<file path="src/rtl/subservient_sram_bridge_if.sv">
// Bus bundle between subservient's byte-wide SRAM port and a 1rw OpenRAM macro.
// master = SoC/macro side, slave = bridge.
interface subservient_sram_bridge_if #(
  parameter int AW = 10,
  parameter int DW = 32
);
  localparam int BPW = DW / 8;
  localparam int MAW = AW - $clog2(BPW);

  logic [AW-1:0]  i_waddr;
  logic [7:0]     i_wdata;
  logic           i_wen;
  logic [AW-1:0]  i_raddr;
  logic           i_ren;
  logic [7:0]     o_rdata;
  logic           o_mem_csb;
  logic           o_mem_web;
  logic [BPW-1:0] o_mem_wmask;
  logic [MAW-1:0] o_mem_addr;
  logic [DW-1:0]  o_mem_din;
  logic [DW-1:0]  i_mem_dout;

  modport master (
    output i_waddr, i_wdata, i_wen, i_raddr, i_ren, i_mem_dout,
    input  o_rdata, o_mem_csb, o_mem_web, o_mem_wmask, o_mem_addr, o_mem_din
  );

  modport slave (
    input  i_waddr, i_wdata, i_wen, i_raddr, i_ren, i_mem_dout,
    output o_rdata, o_mem_csb, o_mem_web, o_mem_wmask, o_mem_addr, o_mem_din
  );
endinterface

</file>
<file path="src/rtl/subservient_sram_bridge.sv">
// Byte-wide SRAM port to DW-bit 1rw macro bridge with a merging, forwarding write buffer.
// Define SRAM_BRIDGE_RDBUF_EN to add a one-word read register in front of the macro.
module subservient_sram_bridge #(
  parameter int AW         = 10,
  parameter int DW         = 32,
  parameter int WBUF_DEPTH = 2
) (
  input  logic                              i_clk,
  input  logic                              i_rst,
  subservient_sram_bridge_if.slave          bus,
  output logic [$clog2(WBUF_DEPTH+1)-1:0]   o_wbuf_level,
  output logic                              o_overflow
);
  localparam int BPW = DW / 8;
  localparam int LW  = $clog2(BPW);
  localparam int MAW = AW - LW;
  localparam int LVW = $clog2(WBUF_DEPTH + 1);

  typedef enum logic [1:0] {PORT_IDLE, PORT_READ, PORT_DRAIN} port_e;

  // Entry 0 is the head (oldest); entry wb_cnt-1 is the tail.
  logic [MAW-1:0] wb_addr [WBUF_DEPTH];
  logic [DW-1:0]  wb_data [WBUF_DEPTH];
  logic [BPW-1:0] wb_mask [WBUF_DEPTH];
  logic [LVW-1:0] wb_cnt;
  logic [MAW-1:0] nx_addr [WBUF_DEPTH];
  logic [DW-1:0]  nx_data [WBUF_DEPTH];
  logic [BPW-1:0] nx_mask [WBUF_DEPTH];
  logic [LVW-1:0] nx_cnt, cnt_rem;

  port_e          port_op;
  logic           rd_cached, drain, merge, push, drop, tail_draining;
  logic [MAW-1:0] r_word, w_word, tail_addr;
  logic [LW-1:0]  r_lane, w_lane, lane_q;
  logic [BPW-1:0] lane_mask;
  logic           fwd_hit, fwd_hit_q;
  logic [7:0]     fwd_byte, fwd_byte_q;
  logic [DW-1:0]  src_word;

  assign r_word = bus.i_raddr[AW-1:LW];
  assign r_lane = bus.i_raddr[LW-1:0];
  assign w_word = bus.i_waddr[AW-1:LW];
  assign w_lane = bus.i_waddr[LW-1:0];

`ifdef SRAM_BRIDGE_RDBUF_EN
  logic           rb_valid, rd_pend, cached_q;
  logic [MAW-1:0] rb_addr;
  logic [DW-1:0]  rb_data, rb_data_nx;

  // rb_addr is claimed at issue, so a read to the word in flight already hits.
  assign rd_cached = bus.i_ren && rb_valid && (rb_addr == r_word);
  assign src_word  = cached_q ? rb_data : bus.i_mem_dout;

  always_comb begin
    rb_data_nx = rb_data;
    if (rd_pend) rb_data_nx = bus.i_mem_dout;
    if (drain && rb_valid && (rb_addr == wb_addr[0])) begin
      for (int unsigned b = 0; b < BPW; b++)
        if (wb_mask[0][b]) rb_data_nx[b*8 +: 8] = wb_data[0][b*8 +: 8];
    end
  end

  always_ff @(posedge i_clk or posedge i_rst) begin
    if (i_rst) begin
      rb_valid <= 1'b0;
      rb_addr  <= '0;
      rb_data  <= '0;
      rd_pend  <= 1'b0;
      cached_q <= 1'b0;
    end else begin
      rd_pend  <= (port_op == PORT_READ);
      cached_q <= rd_cached;
      rb_data  <= rb_data_nx;
      if (port_op == PORT_READ) begin
        rb_valid <= 1'b1;
        rb_addr  <= r_word;
      end
    end
  end
`else
  assign rd_cached = 1'b0;
  assign src_word  = bus.i_mem_dout;
`endif

  always_comb begin
    if (bus.i_ren && !rd_cached) port_op = PORT_READ;
    else if (wb_cnt != '0)       port_op = PORT_DRAIN;
    else                         port_op = PORT_IDLE;
  end

  always_comb begin
    bus.o_mem_csb   = 1'b1;
    bus.o_mem_web   = 1'b1;
    bus.o_mem_wmask = '0;
    bus.o_mem_addr  = '0;
    bus.o_mem_din   = wb_data[0];
    if (!i_rst) begin
      unique case (port_op)
        PORT_READ: begin
          bus.o_mem_csb  = 1'b0;
          bus.o_mem_addr = r_word;
        end
        PORT_DRAIN: begin
          bus.o_mem_csb   = 1'b0;
          bus.o_mem_web   = 1'b0;
          bus.o_mem_addr  = wb_addr[0];
          bus.o_mem_wmask = wb_mask[0];
        end
        default: ;
      endcase
    end
  end

  // Forward from the youngest buffered entry holding the requested byte.
  always_comb begin
    fwd_hit  = 1'b0;
    fwd_byte = '0;
    for (int unsigned i = 0; i < WBUF_DEPTH; i++) begin
      if ((LVW'(i) < wb_cnt) && (wb_addr[i] == r_word) && wb_mask[i][r_lane]) begin
        fwd_hit  = 1'b1;
        fwd_byte = wb_data[i][r_lane*8 +: 8];
      end
    end
  end

  always_comb begin
    drain         = (port_op == PORT_DRAIN);
    tail_draining = drain && (wb_cnt == LVW'(1));
    cnt_rem       = wb_cnt - LVW'(drain);
    lane_mask     = '0;
    lane_mask[w_lane] = 1'b1;
    tail_addr     = '0;
    for (int unsigned i = 0; i < WBUF_DEPTH; i++)
      if (LVW'(i + 1) == wb_cnt) tail_addr = wb_addr[i];
    merge = bus.i_wen && (wb_cnt != '0) && (tail_addr == w_word) && !tail_draining;
    push  = bus.i_wen && !merge && ((wb_cnt < LVW'(WBUF_DEPTH)) || drain);
    drop  = bus.i_wen && !merge && !push;

    for (int unsigned i = 0; i < WBUF_DEPTH; i++) begin
      nx_addr[i] = wb_addr[i];
      nx_data[i] = wb_data[i];
      nx_mask[i] = wb_mask[i];
    end
    if (drain) begin
      for (int unsigned i = 0; i + 1 < WBUF_DEPTH; i++) begin
        nx_addr[i] = wb_addr[i+1];
        nx_data[i] = wb_data[i+1];
        nx_mask[i] = wb_mask[i+1];
      end
    end
    // Indices below refer to the post-pop ordering.
    for (int unsigned i = 0; i < WBUF_DEPTH; i++) begin
      if (merge && (LVW'(i + 1) == cnt_rem)) begin
        nx_mask[i]               = nx_mask[i] | lane_mask;
        nx_data[i][w_lane*8 +: 8] = bus.i_wdata;
      end
      if (push && (LVW'(i) == cnt_rem)) begin
        nx_addr[i] = w_word;
        nx_data[i] = {BPW{bus.i_wdata}};
        nx_mask[i] = lane_mask;
      end
    end
    nx_cnt = cnt_rem + LVW'(push);
  end

  always_ff @(posedge i_clk or posedge i_rst) begin
    if (i_rst) begin
      wb_cnt     <= '0;
      o_overflow <= 1'b0;
      lane_q     <= '0;
      fwd_hit_q  <= 1'b0;
      fwd_byte_q <= '0;
      for (int unsigned i = 0; i < WBUF_DEPTH; i++) begin
        wb_addr[i] <= '0;
        wb_data[i] <= '0;
        wb_mask[i] <= '0;
      end
    end else begin
      wb_cnt <= nx_cnt;
      for (int unsigned i = 0; i < WBUF_DEPTH; i++) begin
        wb_addr[i] <= nx_addr[i];
        wb_data[i] <= nx_data[i];
        wb_mask[i] <= nx_mask[i];
      end
      if (drop) o_overflow <= 1'b1;
      if (bus.i_ren) begin
        lane_q     <= r_lane;
        fwd_hit_q  <= fwd_hit;
        fwd_byte_q <= fwd_byte;
      end
    end
  end

  assign bus.o_rdata   = fwd_hit_q ? fwd_byte_q : src_word[lane_q*8 +: 8];
  assign o_wbuf_level  = wb_cnt;
endmodule

</file>
<file path="src/flat_wrapper.sv">
// flat-port wrapper written by rule: the top's interface ports become plain ports
module subservient_sram_bridge_flat 
#(
  parameter int AW         = 10,
  parameter int DW         = 32,
  parameter int WBUF_DEPTH = 2
)
  (i_clk, i_rst, o_wbuf_level, o_overflow, bus_i_waddr, bus_i_wdata, bus_i_wen, bus_i_raddr, bus_i_ren, bus_i_mem_dout, bus_o_rdata, bus_o_mem_csb, bus_o_mem_web, bus_o_mem_wmask, bus_o_mem_addr, bus_o_mem_din);
  subservient_sram_bridge_if #(.AW(AW), .DW(DW)) bus_i ();
  input  logic i_clk;
  input  logic i_rst;
  output logic [$clog2(WBUF_DEPTH+1)-1:0] o_wbuf_level;
  output logic o_overflow;
  input wire logic [$bits(bus_i.i_waddr)-1:0] bus_i_waddr;
  input wire logic [$bits(bus_i.i_wdata)-1:0] bus_i_wdata;
  input wire logic [$bits(bus_i.i_wen)-1:0] bus_i_wen;
  input wire logic [$bits(bus_i.i_raddr)-1:0] bus_i_raddr;
  input wire logic [$bits(bus_i.i_ren)-1:0] bus_i_ren;
  input wire logic [$bits(bus_i.i_mem_dout)-1:0] bus_i_mem_dout;
  output wire logic [$bits(bus_i.o_rdata)-1:0] bus_o_rdata;
  output wire logic [$bits(bus_i.o_mem_csb)-1:0] bus_o_mem_csb;
  output wire logic [$bits(bus_i.o_mem_web)-1:0] bus_o_mem_web;
  output wire logic [$bits(bus_i.o_mem_wmask)-1:0] bus_o_mem_wmask;
  output wire logic [$bits(bus_i.o_mem_addr)-1:0] bus_o_mem_addr;
  output wire logic [$bits(bus_i.o_mem_din)-1:0] bus_o_mem_din;
  assign bus_i.i_waddr = bus_i_waddr;
  assign bus_i.i_wdata = bus_i_wdata;
  assign bus_i.i_wen = bus_i_wen;
  assign bus_i.i_raddr = bus_i_raddr;
  assign bus_i.i_ren = bus_i_ren;
  assign bus_i.i_mem_dout = bus_i_mem_dout;
  assign bus_o_rdata = bus_i.o_rdata;
  assign bus_o_mem_csb = bus_i.o_mem_csb;
  assign bus_o_mem_web = bus_i.o_mem_web;
  assign bus_o_mem_wmask = bus_i.o_mem_wmask;
  assign bus_o_mem_addr = bus_i.o_mem_addr;
  assign bus_o_mem_din = bus_i.o_mem_din;
  subservient_sram_bridge #(.AW(AW), .DW(DW), .WBUF_DEPTH(WBUF_DEPTH)) u_core (.i_clk(i_clk), .i_rst(i_rst), .bus(bus_i), .o_wbuf_level(o_wbuf_level), .o_overflow(o_overflow));
endmodule
</file>
<file path="config.mk">
export PLATFORM = sky130hd
export DESIGN_NAME = subservient_sram_bridge_flat
export DESIGN_NICKNAME = d
export VERILOG_FILES = /design/src/rtl/subservient_sram_bridge_if.sv /design/src/rtl/subservient_sram_bridge.sv /design/src/flat_wrapper.sv
export SDC_FILE = /design/constraint.sdc
export NUM_CORES = 1
export LEC_CHECK = 0
export CAP_MARGIN = 20
export CORE_MARGIN = 3
export CORE_UTILIZATION = 25
export DETAILED_ROUTE_END_ITERATION = 6
export SLEW_MARGIN = 15
export SYNTH_ARGS = -nofsm -noshare
export SYNTH_HDL_FRONTEND = slang
export SYNTH_SLANG_ARGS = --single-unit
</file>
<file path="constraint.sdc">
create_clock -name i_clk -period 4.11 [get_ports i_clk]
set_input_delay 0.411 -clock i_clk [delete_from_list [all_inputs] [get_ports i_clk]]
set_output_delay 0.411 -clock i_clk [all_outputs]
set_load 0.01 [all_outputs]
</file>
# Yosys cells after proc, flatten, opt, wreduce, memory -nomap -nowiden
# Cells that the tools add are included.
dict set report op_classes {
  add_sub_neg 3
  magnitude_cmp 6
  n_eq_ne 10
  shifts 5
  n_mux 37
  bitwise_logic 2
  n_reduce_logical 25
}
# operator count
set ops {}
lappend ops {{$mux W32} 5}
lappend ops {{$shiftx A32 B6 Y8} 3}
lappend ops {{$bwmux W32} 2}
lappend ops {{$mux W8} 8}
lappend ops {{$neg A5 Y34} 1}
lappend ops {{$shift A8 B34 Y32 const A} 1}
lappend ops {{$shiftx A8 B34 Y32} 1}
lappend ops {{$mux W4} 7}
lappend ops {{$eq A8 B8 Y1} 3}
lappend ops {{$logic_and A1 B1 Y1} 16}
lappend ops {{$pmux W8 S2} 1}
lappend ops {{$mux W1} 9}
lappend ops {{$or A4 B4 Y4} 2}
lappend ops {{$lt A2 B3 Y1 const B} 2}
lappend ops {{$reduce_bool A2 Y1} 3}
lappend ops {{$bmux W1 S2} 2}
lappend ops {{$eq A1 B2 Y1 const A} 2}
lappend ops {{$eq A2 B1 Y1 const B} 2}
lappend ops {{$eq A2 B2 Y1 const A} 2}
lappend ops {{$lt A1 B2 Y1 const A} 2}
lappend ops {{$mux W2} 2}
lappend ops {{$logic_not A1 Y1} 3}
lappend ops {{$add A2 B1 Y2} 1}
lappend ops {{$demux W1 S2} 1}
lappend ops {{other kinds (7)} 7}
dict set report word_totals {
  regBits 102
  in_bits 64
  output_inout_bits 57
  word_cells 99
}

# Logic depth before layout (Yosys ltp)
# Gate-level depths: netlist of the first run.
dict set report depth {
  depth_word 12
  depth_mapped 14
}

# Worst setup path after synthesis of the first run
# OpenSTA, ideal clock, no wires.
dict set report synth_timing {
  kind {input -> output}
  startpoint {input i_rst}
  endpoint {output bus_o_mem_wmask[0]}
  arrival_ns 3.252
  setup_slack_ns 0.447
  path_stages 3
  n_path_buf 1
  path_cell_list {clkbuf_1 > inv_1 > and3_1}
}
dict set report synth_via {
  elab_chain_cells 1
}
# element line_no
set synth_lines {}
lappend synth_lines {{start: declaration} flat_wrapper.sv:11} ;# input logic i_rst;
lappend synth_lines {{$mux W4} subservient_sram_bridge.sv:97} ;# if (!i_rst) begin
lappend synth_lines {{end: declaration} flat_wrapper.sv:23} ;# output wire logic [$bits(bus_i.o_mem_wmask)-1:0] bus_o_mem_wmask;
# Every way passes these cells.

# Worst setup path in the final report of the first run
dict set report layout_timing {
  startpoint {register u_core.wb_cnt[1], in the netlist u_core.o_wbuf_level[1]}
  endpoint {register u_core.wb_data[30] (netlist bit)}
}
dict set report layout_via {
  elab_chain_cells 12
  word_cells_on_any_way 27
  classes_between {add/sub: 1; order compare: 1; eq/ne: 7; mux: 5; reduce/logical: 13}
}
# element line_no
set layout_lines {}
lappend layout_lines {{start: declaration} subservient_sram_bridge.sv:25} ;# logic [LVW-1:0] wb_cnt;
lappend layout_lines {{start signal: assignment} subservient_sram_bridge.sv:179} ;# wb_cnt <= nx_cnt;
lappend layout_lines {{branches (longest 12 deep; another with $sub A2 B1 Y2)} --}
lappend layout_lines {{end signal: indexed assignment} subservient_sram_bridge.sv:182} ;# wb_data[i] <= nx_data[i];
lappend layout_lines {{end: declaration} subservient_sram_bridge.sv:23} ;# logic [DW-1:0] wb_data [WBUF_DEPTH];
# Several ways; the timed one is not identified.
# A chain may end at the register's enable or synchronous reset.

==> impl_metrics.py, run 1 <==
metrics = {
    "run_status": {
        "status": "complete, no violations",
    },
    "floorplanning": {
        "start_util_pct": 25.72,
        "die-height_um": 162.1,
        "core_sq_um": 23680,
        "die_w_um": 162.1,
        "die_area_sq_um": 26280,
        "row_count": 56,
        "io_pins": 121,
    },
    "sta": {
        "fin_ws_ns": 0.5647,
        "fmax_ghz": 0.2821,
        "post-route-period-util_pct": 86.26,
        "final_max_slew_viol_count": 0,
        "finalSetupViolCount": 0,
        "final.setup.tns_ns": 0,
        "fin_skew_ns": 0.008735,
        "max_slew_margin_pct": 40.34,
        "rsz0062_at_grt": "no",
        "hold_viol_final": 0,
        "period_minus_slack_ns": 3.545,
        "tightest_slew_ns": 0.8895,
    },
    "yosys": {
        "syn_nets": 592,
        "synth-main-ff-cell": "dfrtp_1",
        "synth_top_area_cell": "dfrtp_1",
        "yosysTopAreaCellShare_pct": 41.90,
        "ys_types": 50,
        "async_reset_ff_share_pct": 100.0,
        "synth_edf_count": 0,
        "synth_cells": 522,
        "ys_warn_count": 0,
        "ys_top_cells_by_area": "dfrtp_1, mux4_2, mux2i_1",
        "ys_seq_area_share_pct": 41.90,
        "syn_avg_cell_area_sq_um": 11.67,
        "synth_area_sq_um": 6092,
        "synth_seq_cells": 102,
    },
    "clock_tree": {
        "h-tree-depth": 3,
        "cts_buffers": 9,
        "clk_latency_ns": 0.35,
        "tritoncts": "yes",
        "clkSinkCount": 102,
        "post_cts_buffers": 0,
        "ctsHoldBuffers": 0,
        "clk_pin_slew_worst_paths_ns": 0.07,
        "cts_root_buf": "clkbuf_16",
        "cts.repair.resized": 0,
        "clock_path_buffers": 2,
    },
    "place": {
        "place_area_sq_um": 7422,
        "place_congestion": 0.7879,
        "dp_hpwl_um": 12980,
        "portBuffers": 120,
        "dp_slack_ns": 0.5839,
    },
    "grt": {
        "grt_pass1_vias": 4639,
        "grt_max_degree": 82,
        "track_usage_pct": 13.51,
        "overflow": 0,
        "grt_pass1_wl_um": 27760,
        "antenna_found_initial": 0,
    },
    "routing": {
        "drc_errors": 0,
        "antenna_violating_nets_post_route": 0,
        "wl_per_cell_um": 19.50,
        "num_vias": 4494,
        "vias_per_cell": 4.853,
        "drtPass1Iterations": 4,
        "routed_wl_um": 18060,
        "drtIter0Drc": 233,
    },
    "critical_path": {
        "worstPathRequired_ns": 4.39,
        "crit_type": "register to register",
        "crit_path_start_kind": "register",
        "crit_path_end_kind": "register",
        "r2r_setup_slack_ns": 0.56,
        "cp_max_fo": 16,
        "cp-endpoint": "u_core.wb_data[30]$_DFFE_PP0P_",
        "r2r_cells": 7,
        "startpoint": "u_core.o_wbuf_level[1]$_DFF_PP0_",
        "reg2reg_from": "u_core.o_wbuf_level[1]$_DFF_PP0_",
        "r2r-end": "u_core.wb_data[30]$_DFFE_PP0P_",
        "arrival_ns": 3.83,
    },
    "cells_and_area": {
        "final_cell_area_sq_um": 7737,
        "drive_above_1_share_pct": 14.83,
        "area_delta_synth_final_pct": 27.01,
        "fillers": 2419,
        "n_antenna_cell": 0,
        "nNetsFinal": 672,
    },
    "pwr": {
        "leakagePower_nw": 3.132,
        "peakVddDrop_mv": 0.2590,
        "p_per_area_nw_per_um2": 661.5,
    },
    "run": {
        "cap_violations": 0,
    },
    "min_path": {
        "holdCritPathClass": "register to register",
    },
}
[synthesized netlist by cell type (2+ instances only)]
| cell | count |
|---|---|
| and3b_1 | 2 |
| and2_1 | 2 |
| buf_4 | 34 |
| a21boi_4 | 2 |
| ha_1 | 6 |
| xor2_1 | 9 |
| nand3b_1 | 4 |
| and3_1 | 7 |
| o31ai_4 | 4 |
| a21oi_1 | 4 |
| a21boi_2 | 2 |
| nor4_1 | 3 |
| nor2b_1 | 3 |
| o21ai_0 | 19 |
| clkbuf_1 | 17 |
| xnor2_1 | 13 |
| o21ai_1 | 4 |
| o2bb2ai_1 | 32 |
| nand2_1 | 30 |
| buf_1 | 11 |
| buf_2 | 4 |
| inv_1 | 19 |
| nand4_1 | 2 |
| nand3_1 | 5 |
| o22ai_1 | 12 |
| nor2_1 | 11 |
| mux4_2 | 26 |
| a22oi_1 | 12 |
| mux2_2 | 10 |
| o31ai_2 | 6 |
| dfrtp_1 | 102 |
| a22o_1 | 36 |
| mux2i_1 | 52 |
[cell type report]
type                            instances  area [sq um]  share of cell area (%)
Clock buffer                            9         225.2                   2.911
Sequential cell                       102          2552                   32.99
Multi-Input combinational cell        334          3083                   39.84
Tap cell                              319         399.1                   5.158
Clock inverter                          7         62.56                  0.8085
Inverter                               19         73.82                  0.9541
Timing Repair Buffer                  136          1341                   17.34
[stage by stage]
step / util [%] / hold slack, ns / cells / power (mW)
2_1_floorplan: - / 0.4816 / 522 / 3.482
3_3_place_gp: 31.34 / 0.5075 / 909 / 4.259
3_5_place_dp: 31.34 / 0.5141 / 909 / 4.294
4_1_cts: 32.55 / 0.5311 / 925 / 5.142
5_1_grt: 32.67 / 0.5395 / 926 / 5.432
6_report: 32.67 / 0.5207 / 926 / 5.118
[logic make-up after synthesis]
family | count (synthesis) | share of synthesized area (%)
AO/OA/AOI/OAI | 140 | 19.41
buffers and inverters | 86 | 7.496
flip-flops | 102 | 41.90
XOR/XNOR | 22 | 3.163
AND/OR/NAND/NOR | 78 | 6.798
multiplexers | 88 | 20.00
adder cells (fa/ha/maj) | 6 | 1.232
[per-layer routing]
layer  part of all wire [%]  wire, um  up-vias  GRT usage (%)
li1                       -         -     2094              -
met1                     44      7949     2257          17.87
met2                     47      8562      125          22.03
met3                    6.6      1193       18          3.009
met4                    1.9       350        0          4.382
met5                      0         0        -              0
[critical path: stages, from the launching register on]
cell,delay [ns]
dfrtp_1,0.70
nor2b_1,0.43
nand2_1,0.13
a32o_1,0.29
nor4_2,0.41
nand2_2,0.37
o31ai_2,0.88
a22o_1,0.26
[flip-flops by register name, summed over array words and instances (netlist names)]
signal                cells
u_core.bus.o_mem_din     32
u_core.wb_data           32
u_core.wb_addr           16
u_core.fwd_byte_q         8
u_core.wb_mask            8
u_core.lane_q             2
u_core.o_wbuf_level       2
u_core.fwd_hit_q          1
u_core.o_overflow         1
[worst min-delay path by stage]
stage	startpoint	endpoint	slack [ns]	depth (start not counted)
after floorplan	u_core.wb_data[19]$_DFFE_PP0P_	u_core.wb_data[19]$_DFFE_PP0P_	0.48	1
after global placement	u_core.wb_data[28]$_DFFE_PP0P_	u_core.wb_data[28]$_DFFE_PP0P_	0.51	1
after detailed placement	u_core.wb_data[26]$_DFFE_PP0P_	u_core.wb_data[26]$_DFFE_PP0P_	0.51	1
after CTS	u_core.wb_data[16]$_DFFE_PP0P_	u_core.wb_data[16]$_DFFE_PP0P_	0.53	1
after global routing	u_core.o_overflow$_DFFE_PP0P_	u_core.o_overflow$_DFFE_PP0P_	0.54	1
final	u_core.o_overflow$_DFFE_PP0P_	u_core.o_overflow$_DFFE_PP0P_	0.52	1
[layout by cell type (no fill, tap or decap), drive strengths merged, types with 2 or more instances in the layout]
master,instances
nand3,5
clkbuf,9
buf,16
o31ai,11
nand2,31
mux4,26
nor2,11
and2,2
and3,7
mux2,10
dfrtp,102
nand4,2
nor2b,3
a22o,36
clkdlybuf4s50,120
xor2,9
o21ai,23
mux2i,52
ha,6
or4,2
a21oi,4
o2bb2ai,32
a22oi,12
nor4,4
nand3b,4
o22ai,12
clkinvlp,3
and3b,2
a21boi,5
inv,23
xnor2,13
[report_power, final]
| group | switching, mW | internal, mW | leakage, nW |
|---|---|---|---|
| Combinational | 1.14 | 1.26 | 1.72 |
| Sequential | 0.448 | 1.43 | 1.28 |
| Clock | 0.421 | 0.425 | 0.133 |
No activity file was read; power rests on OpenSTA's default activity.
==> inputs of run 2 (changes only) <==
--- a/config.mk
+++ b/config.mk
@@ -9,7 +9,7 @@
 export CORE_MARGIN = 3
 export CORE_UTILIZATION = 25
 export DETAILED_ROUTE_END_ITERATION = 6
-export SLEW_MARGIN = 15
+export SLEW_MARGIN = 20
 export SYNTH_ARGS = -nofsm -noshare
 export SYNTH_HDL_FRONTEND = slang
 export SYNTH_SLANG_ARGS = --single-unit
==> impl_metrics.py, run 2 (same netlist as run 1, synthesis figures left out) <==
metrics = {
    "critical_path": {
        "path_buf_inv": 0,
        "slowest_delay_ns": 0.87,
        "crit_type": "register to register",
        "arrival_ns": 3.82,
        "worstPathRequired_ns": 4.39,
        "cp_max_fo": 16,
        "crit_path_cell_trace": "nor2b_1 > nand2_1 > a32o_1 > nor4_2 > nand2_2 > o31ai_2 > a22o_1",
        "crit_path_end_kind": "register",
        "critical_path.slowest_cell": "o31ai_2",
        "crit_family": "compound AO/OA/AOI/OAI gates",
        "crit_path_start_kind": "register",
    },
    "routing": {
        "routed_wl_um": 18050,
        "antenna_violating_nets_post_route": 0,
        "vias_per_cell": 4.858,
        "num_vias": 4494,
        "drc_errors": 0,
        "drtIter0Drc": 264,
        "wl_per_cell_um": 19.51,
        "drtPass1Iterations": 4,
    },
    "sta": {
        "period_minus_slack_ns": 3.537,
        "finalSetupViolCount": 0,
        "fin_skew_ns": 0.008699,
        "final.setup.tns_ns": 0,
        "hold_viol_final": 0,
        "tightest_slew_ns": 0.8791,
        "post-route-period-util_pct": 86.06,
        "rsz0062_at_grt": "no",
        "max_slew_margin_pct": 41.04,
        "final_max_slew_viol_count": 0,
        "fmax_ghz": 0.2827,
    },
    "floorplanning": {
        "die_area_sq_um": 26280,
        "row_count": 56,
        "die-height_um": 162.1,
        "die_w_um": 162.1,
        "core_sq_um": 23680,
        "start_util_pct": 25.72,
        "io_pins": 121,
    },
    "pwr": {
        "leakagePower_nw": 3.121,
        "p_switching_mw": 2.009,
        "swShare_pct": 39.28,
        "power.share.sequential_pct": 36.7,
        "combPwrFrac_pct": 46.8,
        "p_int_mw": 3.106,
        "p_per_area_nw_per_um2": 663.1,
        "p_clk_share_pct": 16.5,
        "peakVddDrop_mv": 0.2597,
    },
    "clock_tree": {
        "cts.repair.resized": 0,
        "ctsHoldBuffers": 0,
        "h-tree-depth": 3,
        "cts_buffers": 9,
        "post_cts_buffers": 0,
        "clk_latency_ns": 0.35,
        "clkSinkCount": 102,
        "cts_root_buf": "clkbuf_16",
        "tritoncts": "yes",
        "clock_path_buffers": 2,
        "clk_pin_slew_worst_paths_ns": 0.08,
    },
    "grt": {
        "grt_pass1_wl_um": 27760,
        "track_usage_pct": 13.51,
        "grt_max_degree": 82,
        "grt_pass1_vias": 4639,
        "antenna_found_initial": 0,
        "overflow": 0,
    },
    "cells_and_area": {
        "drive_above_1_share_pct": 14.69,
        "nNetsFinal": 671,
        "final_common_cell": "clkdlybuf4s50_1",
        "area_delta_synth_final_pct": 26.62,
        "final_cell_count_no_fill": 925,
        "layout_common_cells": "clkdlybuf4s50_1, dfrtp_1, mux2i_1",
        "n_antenna_cell": 0,
    },
    "place": {
        "placed_cells": 909,
        "portBuffers": 120,
        "place_congestion": 0.7879,
        "dp_hpwl_um": 12980,
    },
    "min_path": {
        "holdCritPathClass": "register to register",
    },
    "run_status": {
        "status": "complete, no violations",
    },
    "run": {
        "cap_violations": 0,
    },
}
run 2: cell count changes in the layout (fill, tap and decap cells not counted):
cell | before | now
buf_4 | 15 | 14
buf_6 | 0 | 1
buf_16 | 1 | 0
run 2: path summary, 6_finish.rpt:
path                       depth (start not counted)                             start  slack, ns                             end
max                                                7  u_core.o_wbuf_level[1]$_DFF_PP0_       0.57  u_core.wb_data[27]$_DFFE_PP0P_
min                                                1     u_core.o_overflow$_DFFE_PP0P_       0.52   u_core.o_overflow$_DFFE_PP0P_
max reg2reg                                        7  u_core.o_wbuf_level[1]$_DFF_PP0_       0.57  u_core.wb_data[27]$_DFFE_PP0P_
min reg2reg                                        1     u_core.o_overflow$_DFFE_PP0P_       0.52   u_core.o_overflow$_DFFE_PP0P_
max in group asynchronous                          3                             i_rst       2.45  u_core.wb_data[15]$_DFFE_PP0P_
min in group asynchronous                          2                             i_rst       0.63   u_core.wb_addr[8]$_DFFE_PP0P_
run 2: worst reg2reg max path, cell delays in order, from the launching register on:
cell	delay, ns
dfrtp_1	0.70
nor2b_1	0.44
nand2_1	0.13
a32o_1	0.29
nor4_2	0.41
nand2_2	0.37
o31ai_2	0.87
a22o_1	0.26
run 2: power groups by stage:
stage / registers, mW / clock network, mW / logic, mW
2_1_floorplan: 1.70 / 0 / 1.79
3_3_place_gp: 1.89 / 0 / 2.37
3_5_place_dp: 1.88 / 0 / 2.41
4_1_cts: 1.87 / 0.859 / 2.41
5_1_grt: 1.93 / 0.905 / 2.60
6_report: 1.88 / 0.843 / 2.40
run 2: area by class of cell:
cell class | instances | area (sq um)
clock buffer | 9 | 225.2
clock inverter | 7 | 62.56
fill | 2419 | 15970
inverter | 19 | 73.82
multi-input combinational | 334 | 3083
sequential | 102 | 2552
tap | 319 | 399.1
timing repair buffer | 135 | 1318
run 2: metrics by stage:
stage	total power, mW	setup WS [ns]	area, sq um	hold WS [ns]	util [%]
floorplan	3.482	0.4468	6092	0.4816	-
global placement	4.259	0.6315	7422	0.5075	31.34
detailed placement	4.294	0.5839	7422	0.5141	31.34
CTS	5.142	0.5753	7710	0.5311	32.55
global route	5.430	0.3195	7714	0.5395	32.57
finish	5.115	0.5729	7714	0.5160	32.57
run 2: layer usage:
layer  vias up  track usage (%)  wire (um)
met3        22            3.009       1148
met5         -                0          0
met1      2251            17.87       8034
met4         0            4.382        399
li1       2092                -          -
met2       129            22.03       8468
